`src/rtl/dma_mem_responder.sv`:
```
`default_nettype none
// ============================================================================
// dma_mem_responder : CE/WE memory responder with wait states, zero-fill,
//                     top-region write protection and saturating counters
// Revision: 1.0
// ============================================================================
module dma_mem_responder #(
  parameter int                ADDR_W      = 4,
  parameter int                DATA_W      = 8,
  parameter int                WAIT_STATES = 1,
  parameter bit                PROT_EN     = 1'b1,
  parameter logic [ADDR_W-1:0] PROT_BASE   = 4'hE
) (
  input  logic              clk,
  input  logic              rst,
  input  logic [ADDR_W-1:0] mem_addr,
  input  logic [DATA_W-1:0] mem_data_in,
  input  logic              mem_we_n,
  input  logic              mem_ce_n,
  output logic [DATA_W-1:0] mem_data_out,
  output logic              mem_ready,
  input  logic              clear_req,
  output logic              busy,
  output logic              err,
  input  logic              err_clr,
  output logic [7:0]        rd_cnt,
  output logic [7:0]        wr_cnt
);

  typedef enum logic [1:0] {
    S_IDLE   = 2'd0,
    S_WAIT   = 2'd1,
    S_ACCESS = 2'd2,
    S_CLEAR  = 2'd3
  } state_t;

  localparam int                c_depth     = 2**ADDR_W;
  localparam logic [2:0]        c_wait_load = (WAIT_STATES > 0) ? 3'(WAIT_STATES - 1) : 3'd0;
  localparam logic [ADDR_W-1:0] c_last_addr = {ADDR_W{1'b1}};

  state_t              r_state, w_next;
  logic [2:0]          r_wait_cnt;
  logic [ADDR_W-1:0]   r_addr_l, r_clr_addr;
  logic [DATA_W-1:0]   r_data_l;
  logic                r_we_n_l, r_clear_pend;
  logic [DATA_W-1:0]   r_mem [c_depth];

  logic                w_go;
  logic [ADDR_W-1:0]   w_acc_addr;
  logic [DATA_W-1:0]   w_acc_data;
  logic                w_acc_we_n;
  logic                w_prot, w_wr_ok, w_wr_viol, w_rd;

  // The access is committed on the edge that enters ACCESS, so read data is
  // already on mem_data_out during the mem_ready cycle.
  always_comb begin
    w_next     = r_state;
    w_go       = 1'b0;
    w_acc_addr = r_addr_l;
    w_acc_data = r_data_l;
    w_acc_we_n = r_we_n_l;
    case (r_state)
      S_IDLE: begin
        if (!mem_ce_n) begin
          w_acc_addr = mem_addr;
          w_acc_data = mem_data_in;
          w_acc_we_n = mem_we_n;
          if (WAIT_STATES == 0) begin
            w_next = S_ACCESS;
            w_go   = 1'b1;
          end else begin
            w_next = S_WAIT;
          end
        end else if (clear_req || r_clear_pend) begin
          w_next = S_CLEAR;
        end
      end
      S_WAIT: begin
        if (r_wait_cnt == 3'd0) begin
          w_next = S_ACCESS;
          w_go   = 1'b1;
        end
      end
      S_ACCESS: w_next = S_IDLE;
      S_CLEAR:  if (r_clr_addr == c_last_addr) w_next = S_IDLE;
      default:  w_next = S_IDLE;
    endcase
  end

  assign w_prot    = PROT_EN && (w_acc_addr >= PROT_BASE);
  assign w_wr_ok   = w_go && !w_acc_we_n && !w_prot;
  assign w_wr_viol = w_go && !w_acc_we_n && w_prot;
  assign w_rd      = w_go && w_acc_we_n;
  assign mem_ready = (r_state == S_ACCESS);
  assign busy      = (r_state != S_IDLE);

  always_ff @(posedge clk or posedge rst) begin
    if (rst) r_state <= S_IDLE;
    else     r_state <= w_next;
  end

  always_ff @(posedge clk or posedge rst) begin
    if (rst) begin
      r_wait_cnt   <= 3'd0;
      r_addr_l     <= '0;
      r_data_l     <= '0;
      r_we_n_l     <= 1'b1;
      r_clr_addr   <= '0;
      r_clear_pend <= 1'b0;
      mem_data_out <= '0;
      err          <= 1'b0;
      rd_cnt       <= 8'd0;
      wr_cnt       <= 8'd0;
    end else begin
      if (r_state == S_IDLE && !mem_ce_n) begin
        r_addr_l   <= mem_addr;
        r_data_l   <= mem_data_in;
        r_we_n_l   <= mem_we_n;
        r_wait_cnt <= c_wait_load;
      end else if (r_state == S_WAIT && r_wait_cnt != 3'd0) begin
        r_wait_cnt <= r_wait_cnt - 3'd1;
      end

      if (r_state == S_IDLE && mem_ce_n && (clear_req || r_clear_pend)) begin
        r_clr_addr   <= '0;
        r_clear_pend <= 1'b0;
      end else if (r_state == S_CLEAR && r_clr_addr != c_last_addr) begin
        r_clr_addr <= r_clr_addr + 1'b1;
      end

      // A clear that collides with an access is deferred to the next IDLE cycle.
      if (clear_req && ((r_state == S_IDLE && !mem_ce_n) ||
                        r_state == S_WAIT || r_state == S_ACCESS))
        r_clear_pend <= 1'b1;

      if (w_rd) mem_data_out <= r_mem[w_acc_addr];
      if (w_rd && rd_cnt != 8'hFF) rd_cnt <= rd_cnt + 8'd1;
      if (w_wr_ok && wr_cnt != 8'hFF) wr_cnt <= wr_cnt + 8'd1;

      if (w_wr_viol)    err <= 1'b1;
      else if (err_clr) err <= 1'b0;
    end
  end

  always_ff @(posedge clk) begin
    if (r_state == S_CLEAR) r_mem[r_clr_addr] <= '0;
    else if (w_wr_ok)       r_mem[w_acc_addr] <= w_acc_data;
  end

endmodule
`default_nettype wire

```
`config.mk`:
```
export PLATFORM = sky130hd
export DESIGN_NAME = dma_mem_responder
export DESIGN_NICKNAME = d
export VERILOG_FILES = /design/src/rtl/dma_mem_responder.sv
export SDC_FILE = /design/constraint.sdc
export NUM_CORES = 1
export LEC_CHECK = 0
export CORE_MARGIN = 1.5
export CORE_UTILIZATION = 60
export DETAILED_ROUTE_END_ITERATION = 10
export GPL_ROUTABILITY_DRIVEN = 0
export GPL_TIMING_DRIVEN = 0
export HOLD_SLACK_MARGIN = 0.12
export PLACE_DENSITY = 0.82
export SYNTH_ARGS = -nofsm -noshare
export SYNTH_HDL_FRONTEND = slang
export SYNTH_SLANG_ARGS = --single-unit
export TNS_END_PERCENT = 5
```
`constraint.sdc`:
```
create_clock -name clk -period 7.49 [get_ports clk]
set_input_delay 1.8725 -clock clk [delete_from_list [all_inputs] [get_ports clk]]
set_output_delay 1.8725 -clock clk [all_outputs]
set_load 0.02 [all_outputs]
```
## After elaboration in Yosys (flattened, before gate mapping)

Memory sizes are Yosys's and may differ from the RTL's. A register that Yosys moved wholly into a read port is not among the register bits.
Index checks and enable logic that the tools add are counted.

- Equal/unequal tests: 10
- Reductions and logical operators: 28
- Order comparisons: 1
- Add/subtract/negate cells: 4
- Multiplexer cells: 29

Operators by type and width:

| operator | count |
|---|---|
| 8-bit two-way mux | 3 |
| 4-bit two-way mux | 5 |
| 8-bit by 1-bit adder with 8-bit output, second input constant | 2 |
| 8-bit inequality test, second input constant | 2 |
| 1-bit two-way mux | 14 |
| 1-bit logical AND | 12 |
| 2-bit nonzero test | 5 |
| 2-bit two-way mux | 4 |
| 2-bit case mux with 4 select lines | 1 |
| 8-bit OR reduction | 1 |
| 3-bit two-way mux | 2 |
| 4-bit by 1-bit adder with 4-bit output, second input constant | 1 |
| 2-bit equality test, second input constant | 2 |
| 4-bit equality test, second input constant | 1 |
| 4-bit >= comparator, second input constant | 1 |
| 2-bit inequality test, second input constant | 2 |
| 4-bit inequality test, second input constant | 1 |
| 1-bit zero test | 3 |
| 3-bit zero test | 1 |
| 1-bit logical OR | 3 |
| 3-bit inequality test, second input constant | 1 |
| 3-bit AND reduction | 1 |
| 3-bit nonzero test | 1 |
| 3-bit by 1-bit subtractor with 3-bit output, second input constant | 1 |
| 2 further kinds | 2 |

- Memories kept: 1
- Input port bits: 18
- Memory bits (writable): 128
- Register bits after elaboration: 40
- Logic and storage cells: 83
- Output and inout port bits: 27

Memories:

| name | depth | width | read ports | clocked after memory_dff | wr ports | RTL line | RTL |
|---|---|---|---|---|---|---|---|
| r_mem | 16 | 8 | 1 | 1 | 1 | 46 | `logic [DATA_W-1:0] r_mem [c_depth];` |

## Depth between registers and ports, before layout

Gate-level depths: netlist of the first run.

- Depth after elaboration: 10
- Gate-level depth with buffers: 8

## Worst setup path before layout of the first run

OpenSTA, ideal clock, no wires.

- Path kind: input -> register
- From: input port mem_ce_n
- To: memory r_mem[10][0], enable pin
- Path buffers: 2
- Arrival: 3.829 ns
- Cell stages on the path: 8
- Path slack: 3.290 ns
- Cells stage by stage: buf_2 -> nor3_4 -> mux2i_2 -> clkinv_2 -> buf_6 -> nor4_1 -> a31oi_1 -> nor2_1

- Word-level cells in the longest chain between the ends: 10
- Elaborated cells between the ends (all ways): 15
- Those cells by class: 1 x order compare; 9 x mux; 5 x reduce/logical

RTL lines:

| what | RTL line | RTL |
|---|---|---|
| from (decl) | 19 | `input logic mem_ce_n,` |
| 4-bit two-way mux or 1-bit two-way mux (tied branches) | 64 | `if (!mem_ce_n) begin` |
| 4-bit two-way mux or 1-bit two-way mux (tied branches) | 62 | `case (r_state)` |
| 4-bit >= comparator or 1-bit zero test (tied branches) | 90, 91 |  |
| 1-bit zero test or 1-bit logical AND (tied branches) | 91 | `assign w_wr_ok = w_go && !w_acc_we_n && !w_prot;` |
| 1-bit logical AND | 91 |  |
| 1-bit two-way mux | 147 | `else if (w_wr_ok) r_mem[w_acc_addr] <= w_acc_data;` |
| 1-bit two-way mux | 146 | `if (r_state == S_CLEAR) r_mem[r_clr_addr] <= '0;` |
| 1-bit two-way mux (implied by the code) | 147 |  |
| 8-bit OR reduction (no source line) | - |  |
| 4-bit two-way mux (no source line) or 1-bit two-way mux (tied branches) | - |  |
| to (decl) | 46 |  |

Several ways; a longest one is shown, not always the timed one.

## Final worst setup path of the first run

- From: input port mem_ce_n
- To: memory r_mem[2][5], enable pin

The elaborated chain is that of the path after synthesis.

==> results of run 1 <==
## metal layers
metal | wire, um | global-route usage, %
met3 | 1810 | 7.41
met5 | 0 | 0
met4 | 629 | 12.8
met1 | 6990 | 38.4
met2 | 8620 | 46.7
## power breakdown
part           switching (uW)  internal [uW]  total (uW)
clock                     380            541         921
sequential                101           1220        1320
combinational             742            405        1150
## state kept, by name, summed over array words and instances (netlist names), 3 cells and up
name and count:
wr_cnt 8, mem_data_out 8, r_mem 128, r_wait_cnt 3, r_clr_addr 4, rd_cnt 8
r_data_l 8, r_addr_l 4
## synth_stat cells, types with 3 or more instances
master / count / area share [%]
sky130_fd_sc_hd__edfxtp_1: 128 / 52
sky130_fd_sc_hd__nand3_1: 49 / 3.3
sky130_fd_sc_hd__dfrtp_1: 47 / 16
sky130_fd_sc_hd__nand2_1: 41 / 2.1
sky130_fd_sc_hd__nor2_1: 37 / 1.9
sky130_fd_sc_hd__mux2_2: 27 / 4.1
sky130_fd_sc_hd__o21ai_0: 25 / 1.7
sky130_fd_sc_hd__o211ai_1: 24 / 2.4
sky130_fd_sc_hd__mux2i_1: 18 / 2.4
sky130_fd_sc_hd__clkbuf_1: 15 / 0.75
sky130_fd_sc_hd__a21oi_1: 13 / 0.87
sky130_fd_sc_hd__inv_1: 12 / 0.60
sky130_fd_sc_hd__xnor2_1: 11 / 1.3
sky130_fd_sc_hd__buf_2: 8 / 0.54
sky130_fd_sc_hd__xor2_1: 8 / 0.94
sky130_fd_sc_hd__a41oi_1: 7 / 0.82
sky130_fd_sc_hd__nand4_1: 7 / 0.59
sky130_fd_sc_hd__and3_1: 6 / 0.50
sky130_fd_sc_hd__a31oi_1: 5 / 0.42
sky130_fd_sc_hd__ha_1: 5 / 0.84
sky130_fd_sc_hd__o221a_2: 5 / 0.75
sky130_fd_sc_hd__nand3b_1: 4 / 0.40
sky130_fd_sc_hd__and4_1: 3 / 0.35
sky130_fd_sc_hd__o221a_1: 3 / 0.45
sky130_fd_sc_hd__or3_1: 3 / 0.25
## cell usage in the layout (no fill, tap or decap), drive strengths merged, types with 19 or more instances in the layout
| cell type | instances |
|---|---|
| dfrtp | 47 |
| inv | 19 |
| o21ai | 25 |
| mux2 | 27 |
| o211ai | 24 |
| nor2 | 38 |
| nand2 | 41 |
| mux2i | 20 |
| edfxtp | 128 |
| clkbuf | 34 |
| clkdlybuf4s50 | 43 |
| nand3 | 49 |
## worst max path at each step
stage,start,endpoint
floorplan,mem_ce_n,r_mem[10][0]
global placement,mem_addr[1],r_mem[1][4]
detailed placement,mem_addr[1],r_mem[3][7]
CTS,mem_ce_n,r_mem[2][0]
global route,mem_ce_n,r_mem[2][5]
finish,mem_ce_n,r_mem[2][5]
## logic make-up (layout without fill, tap and decap cells)
group | after synthesis | count (layout) | synth area share [%]
multiplexers | 47 | 47 | 6.98
buffers and inverters | 41 | 117 | 2.41
XOR/XNOR | 19 | 19 | 2.23
adder cells (fa/ha/maj) | 5 | 5 | 0.839
flip-flops | 176 | 176 | 67.6
AO/OA/AOI/OAI | 97 | 97 | 9.26
AND/OR/NAND/NOR | 161 | 161 | 10.6
## critical path, delay by kind of cell
kind                   cells  cell delay, ns
buffers and inverters      3            0.68
AND/OR/NAND/NOR            3            1.38
AO/OA/AOI/OAI              1            0.16
multiplexers               1            0.66
## through the flow
stage	util, %	power [uW]	hold WS (ns)	area [um2]	worst slack [ns]
2_1_floorplan	-	2050	0.439	7460	3.29
3_3_place_gp	67.2	2370	0.452	8100	2.56
3_5_place_dp	67.4	2440	0.457	8130	2.52
4_1_cts	72.5	3360	0.473	8750	2.89
5_1_grt	72.7	3520	0.516	8760	2.70
6_report	72.7	3390	0.485	8760	2.79
## layout make-up
class / instances / share of cell area, %
clock buffers: 19 / 5.05
repair buffers: 44 / 5.14
clock inverters: 13 / 1.98
plain buffers: 27 / 1.44
well taps: 168 / 2.40
multi-input cells: 329 / 25.8
inverters: 14 / 0.614
flip-flops and latches: 176 / 57.6
==> impl_metrics.csv, run 1 <==
group,metric,value,unit
sta,final_clock_skew,0.00718,ns
worst_hold_path,min-delay-start,"rd_cnt[5]",
routing,antenna_violating_nets_post_route,0,
die,die_w,115,um
placed_design,port_buffers,43,
cts,htree_num_levels,4,
cts,cts.sink_count,176,
placed_design,total_half_perimeter_wirelength_after_legalization_and_detailed_placement,11.8,mm
synthesis,synth-seq-area-share,67.6,%
synthesis,synth_area,7460,um2
global_route,grt_remaining_overflow,0,
sta,setup_violations,0,
placed_design,place_inst,758,
worst_hold_path,min-delay-path-class,"flip-flop to flip-flop",
worst_setup_path,worstPathArrival,4.76,ns
worst_hold_path,worstHoldPathCells,1,
cells_and_area,register_area,5050,um2
sta,max_freq,213,MHz
die,floorplan.die_area,13100,um2
synthesis,ys_async_sr_fraction,27.3,%
worst_setup_path,r2r_end,"r_mem[2][5]",
global_route,first_global_vias,5029,
synthesis,edff_count_synth,128,
routing,wirelength,18.1,mm
pwr,ir_drop,0.185,mV
synthesis,synth.lib_cells_used.distinct,53,
cts,cts_tree,"built",
worst_setup_path,timing.critical_path.fanout_max,10,
cts,post-cts-setup-buffer-count,0,
worst_setup_path,endpoint_type_of_the_worst_setup_path,"flip-flop",
sta,setup_repair_after_global_routing_missed_its_margin,"no",
sta,max-slew-margin-rel,2.14,%
cts,clock_insertion_delay_worst_skew,0.43,ns
global_route,track_usage,29.3,%
cts,cts.path.max_buffers,2,
sta,timing.final.hold_violations,0,
sta,finalCritPeriodShare,62.8,%
synthesis,syn_avg_cell_area,13.7,um2
cts,cts_repair_resize_count,0,
worst_setup_path,critical_path.cell_chain,"buf_2 > nor3_4 > mux2i_2 > clkinv_2 > buf_6 > nor4_1 > a31oi_1 > nor2_1",
cells_and_area,areaGrowthSynthToFinish,17.5,%
worst_setup_path,timing.rr.start,"r_state[1]",
sta,accumulated_negative_setup_slack,0,ns
cts,hold_buffers,0,
outcome,run_status,"complete, no violations",
cells_and_area,total_area_of_multi_input_combinational_cells,2260,um2
sta,max_transition_viols_final,0,
cts,worst_setup_hold_path_clk_slew,0.06,ns
worst_setup_path,ff_to_ff_path_depth,8,
die,core.rowCount,40,
synthesis,synthesis.nets,569,
synthesis,ys_warn_count,0,
die,floorplan.io_pins,45,
sta,worst_slew_pin_slew,1.46,ns
pwr,cellLeakagePower,0.00315,uW
cells_and_area,post_layout_nets,632,
cells_and_area,filler_cell_count,759,
worst_setup_path,timing.critical_path.from_type,"input pin",
worst_setup_path,critPathSlowestCell,"sky130_fd_sc_hd__nor2_1",
worst_setup_path,worst-setup-path-type,"input pin to flip-flop",
sta,timing.final.crit_period,4.70,ns
global_route,grt_first_pass_wirelength,27.9,mm
worst_setup_path,regToRegSetupSlack,3.81,ns
cts,cts.root.buffer_cell,"sky130_fd_sc_hd__clkbuf_16",
synthesis,ys_dominant_reg_cell,"sky130_fd_sc_hd__edfxtp_1",
die,initial_utilization,61.9,%
routing,wl_per_cell,22.9,um
die,core,12100,um2
cells_and_area,num_antenna_cells,0,
routing,drt_iter0_markers,764,
synthesis,synthCells,546,
global_route,grt_max_degree,27,
cells_and_area,drive_above_1_share,14.8,%
worst_setup_path,required,7.55,ns
routing,firstDrtPassIters,7,
worst_hold_path,worstHoldEndpoint,"rd_cnt[5]",
routing,post_drt_via_cell_ratio,6.43,
global_route,antenna_found_initial,0,
cts,cts_buffers,17,
cells_and_area,final_cells,790,
worst_setup_path,cpPeakStageDelay,0.75,ns
pwr,p_per_area,387,nW/um2
run,max_capacitance_violation_count,0,
synthesis,synth-seq-cells,176,
routing,routed-via-count,5078,
routing,post-route-drc-count,0,
die,floorplan.die.height,115,um
(Power assumes the default switching activity.)
==> run 2: changes to the inputs <==
--- a/config.mk
+++ b/config.mk
@@ -6,12 +6,12 @@
 export NUM_CORES = 1
 export LEC_CHECK = 0
 export CORE_MARGIN = 1.5
-export CORE_UTILIZATION = 60
+export CORE_UTILIZATION = 53
 export DETAILED_ROUTE_END_ITERATION = 10
 export GPL_ROUTABILITY_DRIVEN = 0
 export GPL_TIMING_DRIVEN = 0
 export HOLD_SLACK_MARGIN = 0.12
-export PLACE_DENSITY = 0.82
+export PLACE_DENSITY = 0.77
 export SYNTH_ARGS = -nofsm -noshare
 export SYNTH_HDL_FRONTEND = slang
 export SYNTH_SLANG_ARGS = --single-unit
==> constraint.sdc (replaced) <==
create_clock -name clk -period 4.2 [get_ports clk]
set_input_delay 1.05 -clock clk [delete_from_list [all_inputs] [get_ports clk]]
set_output_delay 1.05 -clock clk [all_outputs]
set_load 0.02 [all_outputs]
==> run 2 against run 1 <==
  * Sequential share of layout area grew 0.12 points
  * Hold slack about the same
  * Register-to-register slack worse by 3.1 ns
  * Clock skew is 0.0021 ns higher
  * Sequential cell count did not move
==> impl_metrics.csv, run 2 (synthesis gave the netlist of run 1 again) <==
group,metric,value,unit
cells_and_area,post_layout_nets,632,
cts,cts_buffers,17,
cts,worst_setup_hold_path_clk_slew,0.06,ns
cts,clock_insertion_delay_worst_skew,0.43,ns
cts,cts.sink_count,176,
cts,cts.path.max_buffers,2,
worst_setup_path,critical_path.cell_chain,"clkdlybuf4s50_1 > nor4b_4 > nor2_2 > inv_2 > a21o_1 > buf_2 > a31oi_1 > nor2_1",
routing,antenna_violating_nets_post_route,0,
cells_and_area,largest_register,"r_mem",
global_route,antenna_found_initial,0,
cells_and_area,drive_above_1_share,14.8,%
routing,drt_iter0_markers,655,
placed_design,total_half_perimeter_wirelength_after_legalization_and_detailed_placement,11.1,mm
worst_hold_path,min-delay-path-class,"flip-flop to flip-flop",
sta,accumulated_negative_setup_slack,0,ns
global_route,grt_remaining_overflow,0,
routing,firstDrtPassIters,5,
worst_setup_path,critPathSlowestCell,"sky130_fd_sc_hd__nor2_1",
cells_and_area,total_area_of_multi_input_combinational_cells,2260,um2
outcome,run_status,"complete, no violations",
worst_setup_path,worstPathArrival,3.82,ns
routing,routed-via-count,4907,
sta,setup_violations,0,
sta,max_transition_viols_final,0,
placed_design,preCtsSetupSlack,0.105,ns
global_route,grt_first_pass_wirelength,26.3,mm
worst_setup_path,worst-setup-path-type,"input pin to flip-flop",
sta,timing.final.crit_period,3.75,ns
cts,cts.root.buffer_cell,"sky130_fd_sc_hd__clkbuf_16",
cts,htree_num_levels,4,
cts,post-cts-setup-buffer-count,0,
sta,post-route-worst-setup-slack,0.445,ns
sta,setup_repair_after_global_routing_missed_its_margin,"no",
die,die_w,122,um
worst_setup_path,endpoint_type_of_the_worst_setup_path,"flip-flop",
worst_setup_path,timing.critical_path.from_type,"input pin",
die,floorplan.io_pins,45,
routing,wirelength,17.0,mm
routing,wl_per_cell,21.2,um
cells_and_area,register_area,5050,um2
cts,cts_tree,"built",
cells_and_area,final_cell_mix,"sky130_fd_sc_hd__edfxtp_1, sky130_fd_sc_hd__nand3_1, sky130_fd_sc_hd__dfrtp_1",
cells_and_area,areaGrowthSynthToFinish,17.2,%
cts,cts_repair_resize_count,0,
pwr,report.power.total,5890,uW
cells_and_area,largest_register_ff_count,128,
cts,hold_buffers,0,
worst_setup_path,required,4.26,ns
cells_and_area,final_common_cell,"sky130_fd_sc_hd__edfxtp_1",
pwr,ir_drop,0.384,mV
global_route,grt_max_degree,34,
placed_design,port_buffers,43,
run,max_capacitance_violation_count,0,
die,core,13800,um2
cells_and_area,filler_cell_count,968,
sta,final_clock_skew,0.00928,ns
routing,post-route-drc-count,0,
sta,worst_slew_pin_slew,1.41,ns
sta,finalCritPeriodShare,89.4,%
pwr,cellLeakagePower,0.00314,uW
die,floorplan.die_area,14800,um2
die,initial_utilization,54.0,%
sta,max_freq,266,MHz
worst_setup_path,timing.critical_path.fanout_max,10,
die,floorplan.die.height,122,um
routing,post_drt_via_cell_ratio,6.12,
global_route,track_usage,24.6,%
pwr,p_per_area,674,nW/um2
sta,max-slew-margin-rel,6.17,%
die,core.rowCount,43,
global_route,first_global_vias,4843,
worst_setup_path,cpPeakStageDelay,0.67,ns
sta,timing.final.hold_violations,0,
cells_and_area,num_antenna_cells,0,
[run 2: cell types whose count changed in the layout (fill, tap and decap cells not counted)]
cell and delta:
sky130_fd_sc_hd__clkbuf_8 +1, sky130_fd_sc_hd__clkinvlp_4 +2, sky130_fd_sc_hd__bufinv_16 -1, sky130_fd_sc_hd__a21oi_1 +1, sky130_fd_sc_hd__clkinv_4 -2, sky130_fd_sc_hd__a21oi_2 -1, sky130_fd_sc_hd__clkinv_1 -1, sky130_fd_sc_hd__clkinv_2 +4
sky130_fd_sc_hd__inv_6 -3
[run 2: worst paths after layout]
check,from,to,slack (ns),cells after the start
setup / recovery,mem_addr[1],r_mem[10][1],0.45,8
hold / removal,r_data_l[4],r_data_l[4],0.49,2
setup reg to reg,r_state[1],r_mem[10][1],0.67,8
hold reg to reg,r_data_l[4],r_data_l[4],0.49,2
max in group asynchronous,rst,r_we_n_l,2.72,3
min in group asynchronous,rst,wr_cnt[0],0.91,2
[run 2: power breakdown]
part / internal (uW) / switching (uW) / leakage [uW]
sequential: 2170 / 172 / 0.00178
combinational: 720 / 1260 / 0.00108
clock: 910 / 654 / 0.000285
total: 3800 / 2090 / 0.00314
[run 2: critical path: cells and delay by family]
kind,cells,cell delay (ns)
buffers and inverters,3,1.03
AND/OR/NAND/NOR,3,1.27
AO/OA/AOI/OAI,2,0.46
[run 2: final cells by class]
cell class / count / share of cell area [%]
Clock inverter: 12 / 1.50
Inverter: 14 / 0.615
Tap cell: 180 / 2.57
Multi-Input combinational cell: 329 / 25.8
Clock buffer: 20 / 5.22
Timing Repair Buffer: 44 / 5.15
Buffer: 27 / 1.44
Sequential cell: 176 / 57.7
[run 2: layer usage]
metal  share of wire [%]  vias up  track usage [%]
met4                 2.3        0             9.71
met5                   0        -                0
met2                  48      262             39.3
met1                  41     2408             32.4
li1                    -     2201                -
met3                 9.3       36             6.32
[run 2: through the flow]
| step | hold slack (ns) | utilization, % | cell area (um2) | instances |
|---|---|---|---|---|
| 6_report | 0.485 | 63.3 | 8750 | 802 |
| 5_1_grt | 0.519 | 63.3 | 8750 | 802 |
| 4_1_cts | 0.479 | 63.2 | 8730 | 802 |
| 3_5_place_dp | 0.465 | 58.9 | 8140 | 770 |
| 3_3_place_gp | 0.452 | 58.7 | 8120 | 769 |
| 2_1_floorplan | 0.439 | - | 7460 | 546 |
